==> src/rtl/ones_count_scheduler_pkg.sv <==
// Shared scheduler state type, default geometry and timer sizing helper
// for the ones-count scheduler.
package ones_cnt_pkg;

    typedef enum logic [1:0] {
        IDLE = 2'd0,
        WAIT = 2'd1,
        RESP = 2'd2
    } sched_state_t;

    localparam int DEF_NREQ   = 4;
    localparam int DEF_WIDTH  = 127;
    localparam int DEF_CNTW   = 7;
    localparam int DEF_SETTLE = 8;

    // Timer holds SETTLE-1; keep at least one bit so SETTLE=1 still elaborates.
    function automatic int timer_width(input int settle);
        return (settle > 1) ? $clog2(settle) : 1;
    endfunction

endpackage

==> src/rtl/ones_count_scheduler_arbiter.sv <==
// Combinational round-robin arbiter: first requester at or after ptr
// (wrapping) wins; the pointer register lives in the scheduler.
module rr_arbiter
    import ones_cnt_pkg::*;
#(
    parameter int NREQ = DEF_NREQ
) (
    input  logic [NREQ-1:0]         req,
    input  logic [$clog2(NREQ)-1:0] ptr,
    output logic [NREQ-1:0]         grant,
    output logic [$clog2(NREQ)-1:0] grant_idx
);

    localparam int IDXW = $clog2(NREQ);

    logic            found_s;
    logic            hit_s;
    logic [IDXW-1:0] idx_s;
    logic [IDXW-1:0] cand_s;
    logic [IDXW:0]   sum_s;

    // Walk NREQ positions starting at ptr; the first pending requester is latched.
    always_comb begin
        found_s = 1'b0;
        hit_s   = 1'b0;
        idx_s   = '0;
        cand_s  = '0;
        sum_s   = '0;
        for (int k = 0; k < NREQ; k++) begin
            sum_s   = {1'b0, ptr} + (IDXW+1)'(k);
            cand_s  = (sum_s >= (IDXW+1)'(NREQ)) ? IDXW'(sum_s - (IDXW+1)'(NREQ))
                                                 : sum_s[IDXW-1:0];
            hit_s   = req[cand_s] & ~found_s;
            idx_s   = hit_s ? cand_s : idx_s;
            found_s = found_s | req[cand_s];
        end
    end

    // Decode the winning index into a one-hot grant, empty when nobody asks.
    always_comb begin
        grant = '0;
        if (found_s) begin
            grant[idx_s] = 1'b1;
        end else begin
            grant = '0;
        end
    end

    assign grant_idx = idx_s;

endmodule

==> src/rtl/ones_count_scheduler.sv <==
// Time-shares one external combinational ones counter between NREQ requesters:
// round-robin grant, registered operand, fixed settle wait, held response.
module ones_count_scheduler_cfg_chk #(
    parameter int NREQ   = 4,
    parameter int WIDTH  = 127,
    parameter int CNTW   = 7,
    parameter int SETTLE = 8
);
    if (NREQ < 2) begin : g_bad_nreq
        $error("ones_count_scheduler: NREQ must be at least 2");
    end
    if (CNTW < $clog2(WIDTH + 1)) begin : g_bad_cntw
        $error("ones_count_scheduler: CNTW too narrow for WIDTH");
    end
    if (SETTLE < 1) begin : g_bad_settle
        $error("ones_count_scheduler: SETTLE must be at least 1");
    end
endmodule

module ones_count_scheduler
    import ones_cnt_pkg::*;
#(
    parameter int NREQ   = DEF_NREQ,
    parameter int WIDTH  = DEF_WIDTH,
    parameter int CNTW   = DEF_CNTW,
    parameter int SETTLE = DEF_SETTLE
) (
    input  logic                    clk,
    input  logic                    rst,
    input  logic [NREQ-1:0]         req_valid,
    input  logic [NREQ*WIDTH-1:0]   req_data,
    output logic [NREQ-1:0]         req_ready,
    output logic                    rsp_valid,
    input  logic                    rsp_ready,
    output logic [$clog2(NREQ)-1:0] rsp_id,
    output logic [CNTW-1:0]         rsp_count,
    output logic [WIDTH-1:0]        cnt_operand,
    input  logic [CNTW-1:0]         cnt_result
);

    localparam int IDXW = $clog2(NREQ);
    localparam int TW   = timer_width(SETTLE);
    localparam logic [TW-1:0] TIMER_LOAD = TW'(SETTLE - 1);

    sched_state_t     state_r, state_s;
    logic [IDXW-1:0]  rr_ptr_r, rr_ptr_s;
    logic [TW-1:0]    timer_r, timer_s;
    logic             rsp_valid_r, rsp_valid_s;
    logic [IDXW-1:0]  rsp_id_r, rsp_id_s;
    logic [CNTW-1:0]  rsp_count_r, rsp_count_s;
    logic [WIDTH-1:0] cnt_operand_r, cnt_operand_s;

    logic [NREQ-1:0]  arb_grant_s;
    logic [IDXW-1:0]  arb_idx_s;
    logic [WIDTH-1:0] operand_s [NREQ];
    logic             any_req_s;
    logic             offer_s;

    ones_count_scheduler_cfg_chk #(
        .NREQ   (NREQ),
        .WIDTH  (WIDTH),
        .CNTW   (CNTW),
        .SETTLE (SETTLE)
    ) u_cfg_chk ();

    rr_arbiter #(
        .NREQ (NREQ)
    ) u_arb (
        .req       (req_valid),
        .ptr       (rr_ptr_r),
        .grant     (arb_grant_s),
        .grant_idx (arb_idx_s)
    );

    // Split the flat operand bus into one word per requester.
    always_comb begin
        for (int i = 0; i < NREQ; i++) begin
            operand_s[i] = req_data[i*WIDTH +: WIDTH];
        end
    end

    assign any_req_s = |req_valid;
    // The grant is only offered from IDLE, and never while reset is being applied.
    assign offer_s   = (state_r == IDLE) & any_req_s & ~rst;
    assign req_ready = offer_s ? arb_grant_s : '0;

    // Next-state and datapath updates for the IDLE -> WAIT -> RESP cycle.
    always_comb begin
        state_s       = state_r;
        rr_ptr_s      = rr_ptr_r;
        timer_s       = timer_r;
        rsp_valid_s   = rsp_valid_r;
        rsp_id_s      = rsp_id_r;
        rsp_count_s   = rsp_count_r;
        cnt_operand_s = cnt_operand_r;
        case (state_r)
            IDLE: begin
                rsp_valid_s = 1'b0;
                if (any_req_s) begin
                    cnt_operand_s = operand_s[arb_idx_s];
                    rsp_id_s      = arb_idx_s;
                    timer_s       = TIMER_LOAD;
                    rr_ptr_s      = (arb_idx_s == IDXW'(NREQ - 1)) ? '0
                                                                   : arb_idx_s + IDXW'(1);
                    state_s       = WAIT;
                end else begin
                    state_s = IDLE;
                end
            end
            WAIT: begin
                if (timer_r != '0) begin
                    timer_s = timer_r - TW'(1);
                end else begin
                    rsp_count_s = cnt_result;
                    rsp_valid_s = 1'b1;
                    state_s     = RESP;
                end
            end
            RESP: begin
                if (rsp_ready) begin
                    rsp_valid_s = 1'b0;
                    state_s     = IDLE;
                end else begin
                    state_s = RESP;
                end
            end
            default: begin
                rsp_valid_s = 1'b0;
                timer_s     = '0;
                state_s     = IDLE;
            end
        endcase
    end

    // State and output registers; reset discards any transaction in flight.
    always_ff @(posedge clk) begin
        if (rst) begin
            state_r       <= IDLE;
            rr_ptr_r      <= '0;
            timer_r       <= '0;
            rsp_valid_r   <= 1'b0;
            rsp_id_r      <= '0;
            rsp_count_r   <= '0;
            cnt_operand_r <= '0;
        end else begin
            state_r       <= state_s;
            rr_ptr_r      <= rr_ptr_s;
            timer_r       <= timer_s;
            rsp_valid_r   <= rsp_valid_s;
            rsp_id_r      <= rsp_id_s;
            rsp_count_r   <= rsp_count_s;
            cnt_operand_r <= cnt_operand_s;
        end
    end

    assign rsp_valid   = rsp_valid_r;
    assign rsp_id      = rsp_id_r;
    assign rsp_count   = rsp_count_r;
    assign cnt_operand = cnt_operand_r;

endmodule

==> config.mk <==
export PLATFORM = sky130hd
export DESIGN_NAME = ones_count_scheduler
export DESIGN_NICKNAME = d
export VERILOG_FILES = /design/src/rtl/ones_count_scheduler_pkg.sv /design/src/rtl/ones_count_scheduler_arbiter.sv /design/src/rtl/ones_count_scheduler.sv
export SDC_FILE = /design/constraint.sdc
export NUM_CORES = 1
export LEC_CHECK = 0
export CORE_AREA = 2 2 254 256
export CTS_BUF_LIST = sky130_fd_sc_hd__clkbuf_16
export CTS_CLUSTER_DIAMETER = 50
export DETAILED_ROUTE_END_ITERATION = 6
export DIE_AREA = 0 0 256 258
export PLACE_DENSITY_LB_ADDON = 0.12
export SETUP_SLACK_MARGIN = 0.1
export SYNTH_ARGS = -nofsm -noshare
export SYNTH_HDL_FRONTEND = slang
export SYNTH_SLANG_ARGS = --single-unit
==> constraint.sdc <==
create_clock -name clk -period 2.7 [get_ports clk]
set_clock_uncertainty 0.15 [all_clocks]
set_input_delay 0.54 -clock clk [delete_from_list [all_inputs] [get_ports clk]]
set_output_delay 0.54 -clock clk [all_outputs]
set_load 0.005 [all_outputs]
==> results of run 1 <==
registers in the layout, summed over array words and instances (netlist names):
signal       count
cnt_operand    127
rsp_count        7
timer_r          3
rr_ptr_r         2
rsp_id           2
state_r          2
rsp_valid        1
kinds of logic after synthesis:
logic type | Yosys count | share of synthesized area
AO/OA/AOI/OAI | 153 | 0.161
adder cells (fa/ha/maj) | 4 | 0.00621
buffers and inverters | 79 | 0.0678
flip-flops | 144 | 0.357
multiplexers | 254 | 0.315
AND/OR/NAND/NOR | 177 | 0.0922
power breakdown:
part	internal, µW	switching [µW]	leakage (µW)	total, µW
Combinational	3360	2480	0.00557	5840
Clock	1240	1080	0.000269	2310
Sequential	2780	351	0.00119	3130
layer usage:
metal  vias up  routed length, µm  global-route usage
met5         -                 80                   0
met3        52               3750              0.0539
met2       400              25100               0.258
met4        12                978              0.0482
met1      4306              18100               0.147
li1       4461                  -                   -
worst register-to-register path, cell delays in order, from the launching register on:
cell and delay [ns]:
sky130_fd_sc_hd__dfxtp_2 0.32, sky130_fd_sc_hd__buf_4 0.12, sky130_fd_sc_hd__nand2b_1 0.15, sky130_fd_sc_hd__o2111a_1 0.13, sky130_fd_sc_hd__or2_4 0.26, sky130_fd_sc_hd__inv_8 0.07, sky130_fd_sc_hd__buf_4 0.18, sky130_fd_sc_hd__buf_4 0.44
sky130_fd_sc_hd__mux2i_1 0.28, sky130_fd_sc_hd__buf_4 0.15, sky130_fd_sc_hd__o221ai_1 0.10
synthesized netlist by cell type (all sizes together) (3+ instances only):
cell | number | area [µm²]
a211o | 3 | 26.3
a21oi | 16 | 80.1
buf | 40 | 400
clkbuf | 31 | 116
dfxtp | 144 | 2880
ha | 4 | 50.1
inv | 8 | 30.0
mux2i | 254 | 2540
nand2 | 157 | 599
nor2 | 8 | 48.8
o221ai | 127 | 1110
per-stage QoR:
step                      utilization  area, µm²  TNS, ns  total power (µW)  worst slack (ns)
after CTS                       0.263      16700        0             11500           0.00547
after global routing            0.264      16800  -0.0763             12000           -0.0528
final                           0.264      16800        0             11300            0.0761
after floorplan                     -       8070        0              5760             0.134
after global placement          0.254      16200   -50.59              9020            -0.641
after detailed placement        0.254      16200   -52.39              9020            -0.637
final cells by class:
cell class	instances	area (µm²)	area share
well taps	855	1070	0.0636
diodes	4	10.0	0.000595
clock inverters	14	104	0.00618
repair buffers	743	7600	0.452
flip-flops and latches	144	2890	0.172
clock buffers	17	425	0.0253
multi-input cells	588	4680	0.278
inverters	8	37.5	0.00223
worst min-delay path by stage:
stage	end	startpoint	slack [ns]
floorplan	timer_r[1]	timer_r[1]	0.28
global placement	timer_r[2]	timer_r[2]	0.29
detailed placement	timer_r[1]	timer_r[1]	0.30
CTS	timer_r[1]	timer_r[1]	0.31
global route	cnt_operand[55]	cnt_operand[55]	0.33
finish	rsp_count[6]	rsp_count[6]	0.30
timing repair:
action / in CTS / in global routing
setup endpoints to repair: 44 / 19
resized for setup: 34 / 12
cloned: 0 / 1
buffers inserted: 3 / 1
pin swaps: 4 / 1
==> flow_summary_export.csv, run 1 <==
group,metric,value,unit
route,dr_total_vias,9231,
yosys,syn-cell-area,0.00807,mm²
power,power.static_leakage,0.00703,µW
clocking,cts-hold-fix-buffers,0,
critical_path,cp_common_cell,"sky130_fd_sc_hd__buf_6",
worst_hold_path,min_path_cells,2,
placement,placed_cell_count,2334,
clocking,clock_root_buffer,"sky130_fd_sc_hd__clkbuf_16",
floorplan,design.portCount,663,
yosys,netlist_instances,811,
timing,max-slew-margin-rel,0.567,
cells_and_area,drive_gt1_frac,0.0885,
timing,grt_setup_unrepaired,"true",
route,drtIter0Drc,315,
power,power.ir.vdd_worst,0.527,mV
critical_path,reg2reg_setup_slack,0.23,ns
clocking,clock_pin_slew_of_the_registers_on_the_worst_case_setup_and_hold_paths,0.06,ns
yosys,seq_area_frac_synth,0.357,
critical_path,path_class,"reg2out",
route,route.detailed.wl_per_inst,20.2,µm
yosys,synth_ff_type,"sky130_fd_sc_hd__dfxtp_1",
critical_path,r2r_end,"cnt_operand[47]",
placement,hpwl_after_detailed_placement,38.8,mm
timing,layout_worst_path_cycle_share,0.972,
yosys,avgSynthCellArea,9.94,µm²
floorplan,die-area,0.0660,mm²
critical_path,required_time_of_the_critical_path,2.01,ns
critical_path,rr_startpoint,"rr_ptr_r[0]",
timing,max_freq,0.381,GHz
clocking,clock_tree.buffer_depth,2,
power,p_per_area,671,mW/mm²
yosys,synth.net_count,1337,
timing,timing.final.max_slew_violations,0,
critical_path,timing.critical_path.to_type,"output pin",
placement,numPortBuffers,662,
grt,grt_antenna_before_repair,10,
clocking,cts_num_sinks,144,
clocking,cts_tree,"done",
yosys,synth_edf_count,0,
cells_and_area,layout.cells.most_common_list,"654 x sky130_fd_sc_hd__clkdlybuf4s50_1, 253 x sky130_fd_sc_hd__mux2i_1, 154 x sky130_fd_sc_hd__nand2_1",
grt,grt_pass1_vias,9851,
cells_and_area,final_cell_count_no_fill,2373,
timing,hold-worst-slack,0.304,ns
cells_and_area,nNetsFinal,2028,
critical_path,path_cells,"and2b_1, buf_6, o32ai_4, inv_2, ha_2, and2_1, buf_6",
timing,finalSetupViolCount,0,
yosys,async_reset_ff_frac,0,
floorplan,core_region_area,0.0636,mm²
critical_path,start_kind,"flip-flop",
route,viasPerCell,3.89,
timing,min_period,2.62,ns
critical_path,gate_family_responsible_for_the_most_delay_along_the_worst_path,"simple AND/OR/NAND/NOR gates",
yosys,yosysWarningCount,0,
cells_and_area,final.fill_count,6748,
critical_path,timing.critical_path.slowest_cell_delay,0.33,ns
run_status,run_status,"completed",
route,route.antenna.remaining_nets,0,
critical_path,critical_path.slowest_cell,"sky130_fd_sc_hd__dfxtp_2",
yosys,postSynthRegisterBits,144,
placement,place_congestion,0.823,
timing,tightestPinTransition,0.650,ns
critical_path,critical_path_buf_inv_count,3,
critical_path,cp_num_cells,7,
cells_and_area,syn_to_final_growth,108,%
cells_and_area,mostFrequentLayoutCell,"sky130_fd_sc_hd__clkdlybuf4s50_1",
critical_path,path_max_fanout,4,
floorplan,die_height,258,µm
grt,total_routing_resource_utilization_after_global_routing,0.141,
critical_path,worst-endpoint-arrival,1.93,ns
route,drt_pre_antenna_iters,4,
clocking,cts_max_level,4,
grt,grt_start_max_net_pins,52,
critical_path,timing.critical_path.to,"req_ready[2]",
clocking,cts_buffers,17,
floorplan,die_width,256,µm
run,max-cap-violations,0,
floorplan,initial_core_util,0.127,
floorplan,core.rowCount,93,
clocking,skew_pair_late_insertion_delay,0.47,ns
grt,globalRoute.totalOverflow,0,
route,wirelength,48.0,mm
yosys,synth.lib_cells_used.distinct,32,
critical_path,ff2ff_path_depth,10,
worst_hold_path,hp-class,"reg2reg",
grt,grt_pass1_wl,68.1,mm
route,drc,0,
timing,hold_viol_final,0,
critical_path,worst_setup_path_startpoint,"rr_ptr_r[0]",
No activity file was read; power rests on OpenSTA's default activity.
==> run 2, diff against run 1 <==
--- a/config.mk
+++ b/config.mk
@@ -10,6 +10,7 @@
 export CTS_CLUSTER_DIAMETER = 50
 export DETAILED_ROUTE_END_ITERATION = 6
 export DIE_AREA = 0 0 256 258
+export HOLD_SLACK_MARGIN = 0.03
 export PLACE_DENSITY_LB_ADDON = 0.12
 export SETUP_SLACK_MARGIN = 0.1
 export SYNTH_ARGS = -nofsm -noshare
==> results of run 2 <==
The final DEF is identical to that of run 1; final timing and power are the same.
